==> config.mk <==
export PLATFORM = sky130hd
export DESIGN_NAME = video_colorize_flat
export DESIGN_NICKNAME = d
export VERILOG_FILES = /design/src/rtl/video_colorize_if.sv /design/src/rtl/video_colorize.sv /design/src/flat_wrapper.sv
export SDC_FILE = /design/constraint.sdc
export NUM_CORES = 1
export LEC_CHECK = 0
export BUFFER_PORTS_ARGS = -buffer_cell sky130_fd_sc_hd__buf_4
export CAP_MARGIN = 20
export CORE_MARGIN = 2
export CORE_UTILIZATION = 40
export CTS_BUF_LIST = sky130_fd_sc_hd__clkbuf_2 sky130_fd_sc_hd__clkbuf_4 sky130_fd_sc_hd__clkbuf_8
export DETAILED_ROUTE_END_ITERATION = 8
export HOLD_SLACK_MARGIN = 0.12
export PLACE_DENSITY = 0.61
export SYNTH_ARGS = -nofsm -noshare
export SYNTH_HDL_FRONTEND = slang
export SYNTH_SLANG_ARGS = --single-unit
==> constraint.sdc <==
create_clock -name clk -period 5.11 [get_ports clk]
set_input_delay 0.7665 -clock clk [delete_from_list [all_inputs] [get_ports clk]]
set_output_delay 0.7665 -clock clk [all_outputs]
set_load 0.02 [all_outputs]
==> src/rtl/video_colorize_if.sv <==
// Palette write bus for video_colorize.
//   pal_we   : write strobe, sampled on every clk edge (not gated by ce_pix)
//   pal_addr : palette entry 0..15
//   pal_data : {R,G,B}, 8 bits each
// The host drives the master modport; video_colorize receives it as slave.
interface video_colorize_if;
  logic        pal_we;
  logic [3:0]  pal_addr;
  logic [23:0] pal_data;

  modport master (output pal_we, pal_addr, pal_data);
  modport slave  (input  pal_we, pal_addr, pal_data);
endinterface

==> src/rtl/video_colorize.sv <==
// Video output stage: maps 8-bit intensity codes to 24-bit RGB.
// The mapping uses a writable 16-entry palette with 4-bit intensity scaling.
// Optional scanline darkening is applied, and sync/blank strobes are delayed
// to stay aligned with the colour pipeline.
// The block also counts HSync pulses per VSync period.
//
// Ports:
//   clk, reset          video clock, asynchronous active-low reset
//   ce_pix              pixel enable; the pipeline advances only when set
//   video[7:0]          [7:4] palette index, [3:0] intensity
//   HBlank/HSync/VBlank/VSync  generator strobes, active-high
//   scanlines           1 = darken odd lines to 75 %
//   pal                 palette write bus (slave)
//   ce_out              ce_pix delayed by one clk
//   R/G/B               colour output, 3 ce stages behind the input
//   *_o                 strobes aligned with R/G/B
//   frame_lines         HSync count of the last completed frame
//   frame_valid         one-clk pulse when frame_lines updates
module video_colorize (
  input  logic            clk,
  input  logic            reset,
  input  logic            ce_pix,
  input  logic [7:0]      video,
  input  logic            HBlank,
  input  logic            HSync,
  input  logic            VBlank,
  input  logic            VSync,
  input  logic            scanlines,
  video_colorize_if.slave pal,
  output logic            ce_out,
  output logic [7:0]      R,
  output logic [7:0]      G,
  output logic [7:0]      B,
  output logic            HBlank_o,
  output logic            HSync_o,
  output logic            VBlank_o,
  output logic            VSync_o,
  output logic [9:0]      frame_lines,
  output logic            frame_valid
);

  // (c * (k+1)) >> 4. The largest product is 255*16 = 4080, so 12 bits hold it.
  function automatic logic [7:0] scale(input logic [7:0] c, input logic [3:0] k);
    logic [11:0] p;
    p = {4'd0, c} * ({8'd0, k} + 12'd1);
    return p[11:4];
  endfunction

  function automatic logic [7:0] dim(input logic [7:0] c, input logic en);
    return en ? (c - {2'b00, c[7:2]}) : c;
  endfunction

  // ---------------- palette ----------------
  logic [23:0] palette [16];

  always_ff @(posedge clk or negedge reset) begin
    if (!reset) begin
      for (int unsigned i = 0; i < 16; i++)
        palette[4'(i)] <= {3{8'(i * 32'd17)}};
    end else if (pal.pal_we) begin
      palette[pal.pal_addr] <= pal.pal_data;
    end
  end

  // ---------------- S1 ----------------
  logic [7:0] s1_video;
  logic       s1_hb, s1_hs, s1_vb, s1_vs;
  logic       s1_hs_prev, s1_vs_prev;
  logic       hs_rise, vs_rise;

  always_ff @(posedge clk or negedge reset) begin
    if (!reset) begin
      s1_video   <= '0;
      s1_hb      <= 1'b0;
      s1_hs      <= 1'b0;
      s1_vb      <= 1'b0;
      s1_vs      <= 1'b0;
      s1_hs_prev <= 1'b0;
      s1_vs_prev <= 1'b0;
    end else if (ce_pix) begin
      s1_video   <= video;
      s1_hb      <= HBlank;
      s1_hs      <= HSync;
      s1_vb      <= VBlank;
      s1_vs      <= VSync;
      s1_hs_prev <= s1_hs;
      s1_vs_prev <= s1_vs;
    end
  end

  assign hs_rise = s1_hs & ~s1_hs_prev;
  assign vs_rise = s1_vs & ~s1_vs_prev;

  // ---------------- line counter ----------------
  logic [9:0]  line_cnt;
  logic [10:0] lc_next;

  // One saturating adder serves both the per-line increment and the
  // "line counts toward the ending frame" case on a simultaneous VSync rise.
  always_comb begin
    lc_next = {1'b0, line_cnt} + {10'd0, hs_rise};
  end

  always_ff @(posedge clk or negedge reset) begin
    if (!reset) begin
      line_cnt    <= '0;
      frame_lines <= '0;
      frame_valid <= 1'b0;
    end else begin
      frame_valid <= 1'b0;
      if (ce_pix) begin
        if (vs_rise) begin
          frame_lines <= lc_next[10] ? '1 : lc_next[9:0];
          line_cnt    <= '0;
          frame_valid <= 1'b1;
        end else if (hs_rise) begin
          line_cnt    <= lc_next[10] ? '1 : lc_next[9:0];
        end
      end
    end
  end

  // ---------------- S2 ----------------
  logic [23:0] pal_rd;
  logic [23:0] scaled;
  logic [7:0]  s2_r, s2_g, s2_b;
  logic        s2_hb, s2_hs, s2_vb, s2_vs, s2_par;

  always_comb begin
    pal_rd = palette[s1_video[7:4]];
    scaled = {scale(pal_rd[23:16], s1_video[3:0]),
              scale(pal_rd[15:8],  s1_video[3:0]),
              scale(pal_rd[7:0],   s1_video[3:0])};
  end

  always_ff @(posedge clk or negedge reset) begin
    if (!reset) begin
      s2_r   <= '0;
      s2_g   <= '0;
      s2_b   <= '0;
      s2_hb  <= 1'b0;
      s2_hs  <= 1'b0;
      s2_vb  <= 1'b0;
      s2_vs  <= 1'b0;
      s2_par <= 1'b0;
    end else if (ce_pix) begin
      {s2_r, s2_g, s2_b} <= scaled;
      s2_hb  <= s1_hb;
      s2_hs  <= s1_hs;
      s2_vb  <= s1_vb;
      s2_vs  <= s1_vs;
      s2_par <= line_cnt[0];
    end
  end

  // ---------------- S3 ----------------
  logic       darken, blank;
  logic [7:0] r3, g3, b3;

  always_comb begin
    darken = scanlines & s2_par;
    blank  = s2_hb | s2_vb;
    r3 = blank ? 8'd0 : dim(s2_r, darken);
    g3 = blank ? 8'd0 : dim(s2_g, darken);
    b3 = blank ? 8'd0 : dim(s2_b, darken);
  end

  always_ff @(posedge clk or negedge reset) begin
    if (!reset) begin
      R        <= '0;
      G        <= '0;
      B        <= '0;
      HBlank_o <= 1'b0;
      HSync_o  <= 1'b0;
      VBlank_o <= 1'b0;
      VSync_o  <= 1'b0;
    end else if (ce_pix) begin
      R        <= r3;
      G        <= g3;
      B        <= b3;
      HBlank_o <= s2_hb;
      HSync_o  <= s2_hs;
      VBlank_o <= s2_vb;
      VSync_o  <= s2_vs;
    end
  end

  always_ff @(posedge clk or negedge reset) begin
    if (!reset) ce_out <= 1'b0;
    else        ce_out <= ce_pix;
  end

endmodule

==> src/flat_wrapper.sv <==
// flat-port wrapper written by rule: the top's interface ports become plain ports
module video_colorize_flat 
  (clk, reset, ce_pix, video, HBlank, HSync, VBlank, VSync, scanlines, ce_out, R, G, B, HBlank_o, HSync_o, VBlank_o, VSync_o, frame_lines, frame_valid, pal_pal_we, pal_pal_addr, pal_pal_data);
  video_colorize_if pal_i ();
  input  logic clk;
  input  logic reset;
  input  logic ce_pix;
  input  logic [7:0] video;
  input  logic HBlank;
  input  logic HSync;
  input  logic VBlank;
  input  logic VSync;
  input  logic scanlines;
  output logic ce_out;
  output logic [7:0] R;
  output logic [7:0] G;
  output logic [7:0] B;
  output logic HBlank_o;
  output logic HSync_o;
  output logic VBlank_o;
  output logic VSync_o;
  output logic [9:0] frame_lines;
  output logic frame_valid;
  input wire logic [$bits(pal_i.pal_we)-1:0] pal_pal_we;
  input wire logic [$bits(pal_i.pal_addr)-1:0] pal_pal_addr;
  input wire logic [$bits(pal_i.pal_data)-1:0] pal_pal_data;
  assign pal_i.pal_we = pal_pal_we;
  assign pal_i.pal_addr = pal_pal_addr;
  assign pal_i.pal_data = pal_pal_data;
  video_colorize u_core (.clk(clk), .reset(reset), .ce_pix(ce_pix), .video(video), .HBlank(HBlank), .HSync(HSync), .VBlank(VBlank), .VSync(VSync), .scanlines(scanlines), .pal(pal_i), .ce_out(ce_out), .R(R), .G(G), .B(B), .HBlank_o(HBlank_o), .HSync_o(HSync_o), .VBlank_o(VBlank_o), .VSync_o(VSync_o), .frame_lines(frame_lines), .frame_valid(frame_valid));
endmodule
Word level (Yosys, flattened, before mapping)
Cells that the tools add are included.

Register bits after elaboration: 475. Latch bits: 0. RAM bits: 0. Memory bits (read-only): 0. Input port bits: 45. Memories kept: 0.

Add/sub/neg operators: 5. Multiply operators: 3. Divide/modulo/power cells: 0. Order comparisons: 3. Eq/ne operators: 0. Shift-type cells: 0. Multiplexer cells: 17. Bitwise gates (word level): 8. Reduce and logical (&&, ||, !) cells: 4.

Operators with widths (number): bitwise mux 384 bit (1); binary-select mux 24 bit (select 4 bit) (1); demux 24 bit (select 4 bit) (1); 2-to-1 mux 24 bit (3); 2-to-1 mux 8 bit (6); multiplier 8 x 12 -> 12 bit (3); 2-to-1 mux 10 bit (3); subtractor 8 x 6 -> 8 bit (3); adder 10 x 1 -> 11 bit (1); >= comparator 5 bit, second input constant (2); NOT 4 -> 5 bit (2); adder 4 x 1 -> 5 bit, second input constant (1); < comparator 5 x 1 -> 1 bit, second input constant (1); AND reduction 2 bit (2); AND 1 bit (3); 2-to-1 mux 1 bit (2); NOT 1 bit (2); nonzero test 2 bit (1); logical AND 1 bit (1); OR 1 bit (1).

Depth between registers and ports, before layout
Gate-level depths: netlist of the first run.

Word-level depth: 6. Gate-level depth with buffers: 22. Gate-level depth less buffers: 18.

Worst setup path before layout of the first run
Ideal clock, no wire load.

Path kind: register -> register. Start point: reg u_core.s1_video[4]. End point: reg u_core.s2_r[5]. Setup time: 120 ps. Arrival time: 5481 ps. Required time: 4990 ps. Slack: -491 ps. Cell stages (with the launch flop): 20. Buffers on the path: 5. Path through: dfrtp_1 -> buf_6 -> buf_12 -> buf_12 -> buf_2 -> buf_2 -> mux4_2 -> mux4_2 -> and2_1 -> fa_1 -> fa_1 -> inv_1 -> fa_1 -> inv_1 -> ha_1 -> or3_1 -> a31oi_4 -> nor3_2 -> or4_1 -> a31o_1.

Cells in the longest elaborated chain, start to end: 5.

RTL lines: start, declared (RTL line video_colorize.sv:66) `logic [7:0] s1_video;`; start signal, assigned (RTL line video_colorize.sv:81) `s1_video <= video;`; NOT 4 -> 5 bit (not written as such) (RTL line video_colorize.sv:130) `pal_rd = palette[s1_video[7:4]];`; binary-select mux 24 bit (select 4 bit) (RTL line video_colorize.sv:130); 2-to-1 mux 24 bit (not written as such) (2 in a row) (RTL line video_colorize.sv:130); multiplier 8 x 12 -> 12 bit (RTL line video_colorize.sv:45) `p = {4'd0, c} * ({8'd0, k} + 12'd1);`; end signal, assigned (RTL line video_colorize.sv:147) `{s2_r, s2_g, s2_b} <= scaled;`; end, declared (RTL line video_colorize.sv:126) `logic [7:0] s2_r, s2_g, s2_b;`.

Every way passes these cells. The select of a mux whose other input is x is not followed. A chain may end at the register's enable or synchronous reset.

Worst setup path in the final report of the first run
Ends and elaborated chain as after synthesis.

==> impl_metrics.json, run 1 <==
{
  "endpoint_kind": "flip-flop",
  "p_comb_share_pct": 36.5,
  "arrival_ns": 5.69,
  "rows": 92,
  "yosysTopAreaCellShare_pct": 28.0,
  "netlist.top_cell.by_area": "dfrtp_1",
  "io_pins": 85,
  "syn-num-nets": 2016,
  "ant_nets": 0,
  "syn_area_per_cell_um2": 13.7,
  "max_freq_mhz": 195,
  "violations": "negative setup slack",
  "internal-power_mw": 9.61,
  "worst_slew_pin_slew_ns": 1.08,
  "setup_slack_ns": -0.0272,
  "synthArstFlopShare_pct": 100,
  "finalHoldViolations": 0,
  "layout-drive-gt1-share_pct": 53.3,
  "clk_path_buf_depth": 3,
  "path_clk_slew_ns": 0.06,
  "swShare_pct": 31.9,
  "cts_sinks": 475,
  "grt_max_degree": 121,
  "rrSetupSlack_ns": -0.03,
  "synthToLayoutAreaGrowth_pct": 16.4,
  "switchingPower_mw": 4.51,
  "n_antenna_cell": 0,
  "synth_cell_types": 61,
  "clockPowerShare_pct": 25.5,
  "rr_startpoint": "u_core.s1_video[4]$_DFFE_PN0P_",
  "netlist_area_mm2": 0.0253,
  "p_per_area_mw_per_mm2": 480,
  "antenna_found_initial": 2,
  "first_pass_iters": 4,
  "ys.warnings.count": 0,
  "ys_ff_latch": 475,
  "cap_violations": 0,
  "ys_dominant_reg_cell": "dfrtp_1",
  "skew_ns": 0.0305,
  "synth_area_leaders": "dfrtp_1, dfstp_2, mux2_2, mux4_2, fa_1",
  "power.share.sequential_pct": 38.0,
  "crit_start": "u_core.s1_video[4]$_DFFE_PN0P_",
  "cts_max_level": 3,
  "r2r_end": "u_core.s2_r[5]$_DFFE_PN0P_",
  "die_w_um": 255,
  "hold_class": "in -> reg",
  "slew_headroom_pct": 27.8,
  "synth_cells": 1845,
  "place.gp.congestion": 0.781,
  "drc_errors": 0,
  "die-area_mm2": 0.0652,
  "startpoint_type": "flip-flop",
  "finalSetupViolCount": 1,
  "start_util_pct": 40.3,
  "grt_first_pass_wirelength_um": 93900,
  "rsz0062_at_grt": "yes",
  "final_cell_count_no_fill": 2897,
  "core_mm2": 0.0627,
  "period_share_pct": 101,
  "crit_required_ns": 5.66,
  "finalPower_mw": 14.1,
  "synth-edff-count": 0,
  "hpwl_um": 38000,
  "worst-path-max-fanout": 7,
  "clkLatencyLatePin_ns": 0.68,
  "vias": 15210,
  "final_common_cell": "mux2_2",
  "clockRootBuffer": "clkbuf_8",
  "track_usage_pct": 18.4,
  "hold_path.startpoint": "video[0]",
  "slew_violations": 0,
  "synth-seq-area-share_pct": 48.0,
  "cts_made_buffers": 82,
  "nets": 2157,
  "wl_um": 59500,
  "viasPerCell": 5.25,
  "r2r.worst_path.cells": 17,
  "whs_ns": 0.338,
  "drt_iter0_markers": 755,
  "cts_tree": "done",
  "most-common-layout-cells": "mux2_2, dfrtp_1, dfstp_2, buf_4, mux4_2",
  "die_h_um": 255,
  "placed_cells": 2729,
  "portBuffers": 84,
  "crit_type": "reg -> reg",
  "status": "finished with violations",
  "grt_pass1_vias": 16210,
  "wl_per_cell_um": 20.5,
  "crit_end": "u_core.s2_r[5]$_DFFE_PN0P_",
  "place_ws_ns": -0.0503,
  "final_util_pct": 46.9,
  "overflow": 0,
  "leakagePower_nw": 12.7,
  "final.min_clock_period_ns": 5.14,
  "vdd_drop_max_v": 0.000278
}
## routing by layer
| layer | GRT usage (%) | up-vias | wire length (µm) |
|---|---|---|---|
| met5 | 0 | - | 28 |
| met3 | 3.97 | 107 | 2840 |
| met2 | 29.9 | 271 | 28500 |
| li1 | - | 6865 | - |
| met1 | 24.7 | 7963 | 26600 |
| met4 | 5.41 | 4 | 1470 |
## kinds of logic after synthesis
family | Yosys count | synth area share (%)
flops | 475 | 48.0
simple gates | 290 | 5.98
mux | 538 | 29.3
compound gates | 145 | 3.86
xor+xnor | 45 | 1.56
fa+ha+maj | 126 | 7.75
buf+inv | 226 | 3.62
## worst max-delay path: stages, from the launching register on
cell and delay (ns):
dfrtp_4 0.50, buf_12 0.14, buf_12 0.14, buf_12 0.14
mux4_2 0.44, mux4_2 0.55, and2_4 0.17, fa_1 0.45
fa_1 0.49, inv_1 0.05, fa_1 0.47, inv_1 0.05
ha_2 0.17, or3_4 0.37, a31oi_4 0.19, nor3_2 0.08
or4_1 0.41, a31o_1 0.22
## registers in the layout (all words and copies together) (netlist names), 8 cells and up
register / cells
u_core.frame_lines: 10
u_core.R: 8
u_core.B: 8
u_core.line_cnt: 10
u_core.s2_b: 8
u_core.s1_video: 8
u_core.s2_g: 8
u_core.palette: 384
u_core.s2_r: 8
u_core.G: 8
## cells in the mapped netlist, types with 3 or more instances
cell type,instances
mux4_2,106
buf_2,13
xnor2_1,30
and2_1,59
nand2_1,76
xor2_1,15
nand2b_1,29
a21oi_1,32
nand3_1,10
or3_1,6
nor3b_1,3
inv_1,105
nor3_1,10
fa_1,51
mux2i_1,13
and3_1,12
nor2_1,48
mux2_2,408
a21o_1,7
a211oi_1,4
mux4_1,11
nor2b_1,23
clkbuf_1,98
nand3b_1,4
o2bb2ai_1,24
o21ai_0,48
buf_1,5
dfstp_2,192
dfrtp_1,283
ha_1,75
o31a_1,3
a2111oi_0,3
o21a_1,3
## cell type report
| cell class | count | area, µm² |
|---|---|---|
| fill | 5580 | 33300 |
| multi-input combinational | 1144 | 12500 |
| sequential | 475 | 12100 |
| clock buffer | 140 | 1650 |
| timing repair buffer | 178 | 1600 |
| tap | 846 | 1060 |
| inverter | 105 | 394 |
| clock inverter | 9 | 85.1 |
## through the flow
stage	cell area [µm²]	setup TNS, ns
after floorplan	25400	-0.0127
final	29400	-0.0272
after CTS	29100	-0.0145
after detailed placement	27300	-0.171
after global routing	29400	-1.07
after global placement	27300	0
## what timing repair did
item | 4_1_cts | 5_1_grt
resized for setup | 5 | 32
hold endpoints to repair | 19 | 0
setup endpoints to repair | 7 | 14
cloned | 0 | 2
pin swaps | 1 | 18
hold buffers | 1 | 0
setup buffers | 3 | 12
## worst min path at each step
stage                                   endpoint  slack (ns)  depth (start not counted)
2_1_floorplan            u_core.B[0]$_DFFE_PN0P_        0.47                          0
3_3_place_gp   u_core.frame_lines[5]$_DFFE_PN0P_        0.46                          2
3_5_place_dp   u_core.frame_lines[5]$_DFFE_PN0P_        0.46                          2
4_1_cts           u_core.s1_video[0]$_DFFE_PN0P_        0.27                          2
5_1_grt                 u_core.s1_vs$_DFFE_PN0P_        0.29                          2
6_report          u_core.s1_video[0]$_DFFE_PN0P_        0.34                          2
## power by group through the flow
stage / combinational (mW) / clock (mW) / sequential, mW
detailed placement: 4.90 / 0 / 5.42
global placement: 4.74 / 0 / 5.38
finish: 5.15 / 3.60 / 5.36
CTS: 4.98 / 3.72 / 5.36
floorplan: 3.63 / 0 / 5.30
global route: 5.76 / 3.89 / 5.47
No activity file was read; power rests on OpenSTA's default activity.
==> run 2, diff against run 1 <==
==> constraint.sdc (replaced) <==
create_clock -name clk -period 5.11 [get_ports clk]
set_input_delay 0.511 -clock clk [delete_from_list [all_inputs] [get_ports clk]]
set_output_delay 0.511 -clock clk [all_outputs]
set_load 0.02 [all_outputs]
==> impl_metrics.json, run 2 (same netlist as run 1, synthesis figures left out) <==
{
  "status": "finished with violations",
  "violations": "negative setup slack",
  "grtUsageMet1_pct": 24.6,
  "most-common-layout-cells": "mux2_2, dfrtp_1, dfstp_2, buf_4, clkbuf_8",
  "rows": 92,
  "final.min_clock_period_ns": 5.17,
  "overflow": 0,
  "vias": 15309,
  "first_pass_iters": 4,
  "synthToLayoutAreaGrowth_pct": 17.8,
  "grt_pass1_vias": 16472,
  "place.gp.congestion": 0.788,
  "placed_cells": 2720,
  "final_util_pct": 47.5,
  "finalHoldViolations": 0,
  "cts_tree": "done",
  "final_common_cell": "mux2_2",
  "skew_ns": 0.0301,
  "min_path_cells": 2,
  "largest_reg_flops": 384,
  "worst_slew_pin_slew_ns": 1.10,
  "r2r.worst_path.cells": 16,
  "drt_iter0_markers": 733,
  "top_register": "u_core.palette",
  "arrival_ns": 5.73,
  "met2_usage_pct": 30.8,
  "finalPower_mw": 14.5,
  "finalSetupViolCount": 1,
  "clkLatencyLatePin_ns": 0.70,
  "die_w_um": 255,
  "gr-usage-met3_pct": 3.87,
  "endpoint_kind": "flip-flop",
  "io_pins": 85,
  "layout-drive-gt1-share_pct": 53.5,
  "startpoint_type": "flip-flop",
  "p_per_area_mw_per_mm2": 488,
  "hold_class": "in -> reg",
  "crit_required_ns": 5.67,
  "cts_made_buffers": 83,
  "path_clk_slew_ns": 0.06,
  "period_share_pct": 101,
  "slew_violations": 0,
  "whs_ns": 0.178,
  "crit_type": "reg -> reg",
  "worst-path-max-fanout": 8,
  "grt_first_pass_wirelength_um": 94700,
  "antenna_found_initial": 3,
  "slew_headroom_pct": 26.5,
  "hpwl_um": 37000,
  "max_freq_mhz": 194,
  "final_cell_count_no_fill": 2914,
  "placed_area_mm2": 0.0273,
  "setup_slack_ns": -0.0579,
  "cts_sinks": 475,
  "cap_violations": 0,
  "clockRootBuffer": "clkbuf_8",
  "grt_max_degree": 151,
  "drc_errors": 0,
  "die-area_mm2": 0.0652,
  "wl_um": 59800,
  "fillers": 5539,
  "vdd_drop_max_v": 0.000206,
  "rrSetupSlack_ns": -0.06,
  "rsz0062_at_grt": "yes",
  "ant_nets": 0,
  "cts_max_level": 3,
  "start_util_pct": 40.3,
  "nets": 2172,
  "viasPerCell": 5.25,
  "stdcell_area_mm2": 0.0298,
  "clk_path_buf_depth": 3,
  "track_usage_pct": 18.5,
  "largestRegisters": "u_core.palette (384), u_core.frame_lines (10), u_core.line_cnt (10)",
  "die_h_um": 255,
  "grt-busiest-layer": "met2",
  "portBuffers": 84,
  "core_mm2": 0.0627,
  "leakagePower_nw": 12.8,
  "wl_per_cell_um": 20.5
}
[run 2: cell type report]
type                    instances  area (µm²)  share of cell area (%)
clock inverters                10         126                   0.424
multi-input cells            1144       12600                    42.2
well taps                     846        1060                    3.55
flip-flops and latches        475       12100                    40.7
clock buffers                 140        1730                    5.79
inverters                     105         394                    1.32
repair buffers                192        1770                    5.92
diodes                          2        5.00                  0.0168
[run 2: timing repair]
action	4_1_cts	5_1_grt
cloned	0	2
hold endpoints to repair	64	0
pin swaps	3	27
endpoints found under the setup margin	5	14
gates resized for setup	12	46
setup buffers	3	23
hold buffers	14	0
[run 2: stage by stage]
stage          worst slack, ns  setup TNS [ns]
2_1_floorplan          -0.0127         -0.0127
3_3_place_gp            0.0121               0
4_1_cts               -0.00652        -0.00755
6_report               -0.0579         -0.0579
3_5_place_dp           -0.0703          -0.187
5_1_grt                 -0.148           -1.06
[run 2: final timing paths]
path,start,end
min,pal_pal_data[16],u_core.palette[184]$_DFFE_PN0P_
max in group asynchronous,reset,u_core.palette[93]$_DFFE_PN0P_
min reg2reg,u_core.frame_lines[5]$_DFFE_PN0P_,u_core.frame_lines[5]$_DFFE_PN0P_
max,u_core.s1_video[4]$_DFFE_PN0P_,u_core.s2_r[5]$_DFFE_PN0P_
max reg2reg,u_core.s1_video[4]$_DFFE_PN0P_,u_core.s2_r[5]$_DFFE_PN0P_
min in group asynchronous,reset,u_core.frame_lines[6]$_DFFE_PN0P_
[run 2: where the power goes]
group	switching (mW)	total, mW	internal [mW]
Combinational	2.56	5.36	2.80
Clock	1.62	3.81	2.19
Sequential	0.471	5.36	4.89
Total	4.66	14.5	9.88
[run 2: layer usage]
layer	up-vias	wire [µm]
met5	-	30
met4	4	1320
met3	103	2300
met2	222	29000
met1	8066	27200
li1	6914	-
[run 2: worst max-delay path: stages (launching register included)]
cell and delay, ns:
dfrtp_4 0.50, buf_12 0.16, buf_12 0.14, mux4_2 0.50, mux4_2 0.59, and2_4 0.18
fa_1 0.45, fa_1 0.49, inv_1 0.05, fa_1 0.47, inv_1 0.04, ha_2 0.16
or3_4 0.37, a31oi_4 0.22, nor3_4 0.06, or4_1 0.41, a31o_1 0.23
==> run 3, diff against run 2 <==
--- a/config.mk
+++ b/config.mk
@@ -8,11 +8,11 @@
 export BUFFER_PORTS_ARGS = -buffer_cell sky130_fd_sc_hd__buf_4
 export CAP_MARGIN = 20
 export CORE_MARGIN = 2
-export CORE_UTILIZATION = 40
+export CORE_UTILIZATION = 50
 export CTS_BUF_LIST = sky130_fd_sc_hd__clkbuf_2 sky130_fd_sc_hd__clkbuf_4 sky130_fd_sc_hd__clkbuf_8
 export DETAILED_ROUTE_END_ITERATION = 8
 export HOLD_SLACK_MARGIN = 0.12
-export PLACE_DENSITY = 0.61
+export PLACE_DENSITY = 0.69
 export SYNTH_ARGS = -nofsm -noshare
 export SYNTH_HDL_FRONTEND = slang
 export SYNTH_SLANG_ARGS = --single-unit
==> constraint.sdc (replaced) <==
create_clock -name clk -period 5.1 [get_ports clk]
set_input_delay 0.51 -clock clk [delete_from_list [all_inputs] [get_ports clk]]
set_output_delay 0.51 -clock clk [all_outputs]
set_load 0.02 [all_outputs]
==> impl_metrics.json, run 3 (same netlist as run 1, synthesis figures left out) <==
{
  "largest_reg_flops": 384,
  "startpoint_type": "flip-flop",
  "largestRegisters": "u_core.palette (384), u_core.frame_lines (10), u_core.line_cnt (10)",
  "rsz0062_at_grt": "yes",
  "rrSetupSlack_ns": -0.005,
  "status": "finished with violations",
  "cts_max_level": 3,
  "first_pass_iters": 5,
  "overflow": 0,
  "finalSetupViolCount": 1,
  "cts_sinks": 475,
  "slew_headroom_pct": 24.0,
  "most-common-layout-cells": "mux2_2, dfrtp_1, dfstp_2, buf_4, mux4_2",
  "rr_startpoint": "u_core.s1_video[4]$_DFFE_PN0P_",
  "die_h_um": 229,
  "cts_made_buffers": 81,
  "path_clk_slew_ns": 0.06,
  "final.min_clock_period_ns": 5.10,
  "leakagePower_nw": 12.7,
  "cpMostUsedCell": "fa_1",
  "hpwl_um": 36000,
  "die-area_mm2": 0.0524,
  "cts_tree": "done",
  "endpoint_kind": "flip-flop",
  "place.gp.congestion": 0.812,
  "p_per_area_mw_per_mm2": 483,
  "synthToLayoutAreaGrowth_pct": 15.8,
  "drc_errors": 0,
  "clk_path_buf_depth": 3,
  "antenna_found_initial": 1,
  "nets": 2163,
  "cp_top_family": "adder cells",
  "final_cell_count_no_fill": 2734,
  "grt_first_pass_wirelength_um": 92300,
  "rows": 82,
  "layout-drive-gt1-share_pct": 52.6,
  "crit_type": "reg -> reg",
  "viasPerCell": 5.58,
  "crit_path_cell_trace": "buf_12 -> clkbuf_16 -> mux4_2 -> mux4_2 -> and2_4 -> fa_1 -> fa_1 -> inv_2 -> fa_1 -> inv_2 -> ha_4 -> or3_4 -> a31oi_4 -> nor3_2 -> or4_1 -> a31o_1",
  "period_share_pct": 100,
  "final_util_pct": 58.5,
  "vias": 15259,
  "clkLatencyLatePin_ns": 0.67,
  "wl_um": 57600,
  "cap_violations": 0,
  "crit_end": "u_core.s2_r[5]$_DFFE_PN0P_",
  "grt_max_degree": 141,
  "wl_per_cell_um": 21.1,
  "r2r_end": "u_core.s2_r[5]$_DFFE_PN0P_",
  "crit_buf_inv": 4,
  "slowest_stage": "mux4_2",
  "cp.depth": 16,
  "crit_start": "u_core.s1_video[4]$_DFFE_PN0P_",
  "max_freq_mhz": 196,
  "ant_nets": 0,
  "placed_area_mm2": 0.0270,
  "clockRootBuffer": "clkbuf_8",
  "hold_class": "in -> reg",
  "slew_violations": 0,
  "portBuffers": 84,
  "stdcell_area_mm2": 0.0293,
  "start_util_pct": 50.5,
  "top_register": "u_core.palette",
  "drt_iter0_markers": 753,
  "place_ws_ns": -0.0678,
  "cpPeakStageDelay_ns": 0.59,
  "worst_slew_pin_slew_ns": 1.14,
  "placed_cells": 2551,
  "violations": "negative setup slack",
  "crit_required_ns": 5.64,
  "final_common_cell": "mux2_2",
  "core_mm2": 0.0501,
  "r2r.worst_path.cells": 16,
  "track_usage_pct": 22.6,
  "grt_pass1_vias": 16535,
  "arrival_ns": 5.64,
  "io_pins": 85,
  "setup-tns-final_ns": -0.00473,
  "skew_ns": 0.0245,
  "die_w_um": 229,
  "worst-path-max-fanout": 7,
  "finalHoldViolations": 0,
  "setup_slack_ns": -0.00473,
  "vdd_drop_max_v": 0.000200
}
run 3: routing by layer:
| layer | share of wire [%] | wire [µm] | track usage, % |
|---|---|---|---|
| met1 | 43 | 24900 | 28.6 |
| met5 | 0.026 | 15 | 0 |
| met4 | 2.9 | 1690 | 8.56 |
| met2 | 50 | 28700 | 38.8 |
| met3 | 3.8 | 2210 | 4.10 |
run 3: timing repair:
action                                  in CTS  in global routing
pin swaps                                    1                 13
endpoints found under the hold margin       54                  0
resized for setup                            5                 33
endpoints found under the setup margin       6                 15
buffers inserted                             2                 11
gates cloned                                 0                  4
hold buffers                                12                  0
run 3: worst min-delay path by stage:
stage	from	to	slack (ns)	depth (start not counted)
floorplan	reset	u_core.B[0]$_DFFE_PN0P_	0.21	0
global placement	u_core.frame_lines[2]$_DFFE_PN0P_	u_core.frame_lines[2]$_DFFE_PN0P_	0.46	2
detailed placement	u_core.frame_lines[6]$_DFFE_PN0P_	u_core.frame_lines[6]$_DFFE_PN0P_	0.46	2
CTS	video[4]	u_core.s1_video[4]$_DFFE_PN0P_	0.13	2
global route	video[4]	u_core.s1_video[4]$_DFFE_PN0P_	0.14	2
finish	video[4]	u_core.s1_video[4]$_DFFE_PN0P_	0.18	2
run 3: worst reg2reg max path, cell delays in order, from the launching register on:
cell and delay, ns:
dfrtp_4 0.45, buf_12 0.16, clkbuf_16 0.18, mux4_2 0.49, mux4_2 0.59, and2_4 0.19, fa_1 0.45, fa_1 0.50
inv_2 0.04, fa_1 0.49, inv_2 0.05, ha_4 0.16, or3_4 0.37, a31oi_4 0.19, nor3_2 0.08, or4_1 0.39
a31o_1 0.22
run 3: layout make-up:
class | count | area [µm²]
antenna | 1 | 2.50
clock buffer | 138 | 1680
clock inverter | 14 | 140
fill | 3941 | 20800
inverter | 105 | 394
multi-input combinational | 1144 | 12400
sequential | 475 | 12100
tap | 672 | 841
timing repair buffer | 185 | 1650
run 3: power breakdown:
part	internal, mW	switching, mW	leakage [nW]
clock network	2.18	1.58	0.964
logic	2.63	2.38	6.24
registers	4.90	0.491	5.54
run 3: per-stage QoR:
step                power [mW]  hold slack (ns)
floorplan                 8.94            0.214
global placement          10.0            0.457
detailed placement        10.3            0.462
CTS                       14.1            0.126
global route              15.1            0.139
finish                    14.2            0.181
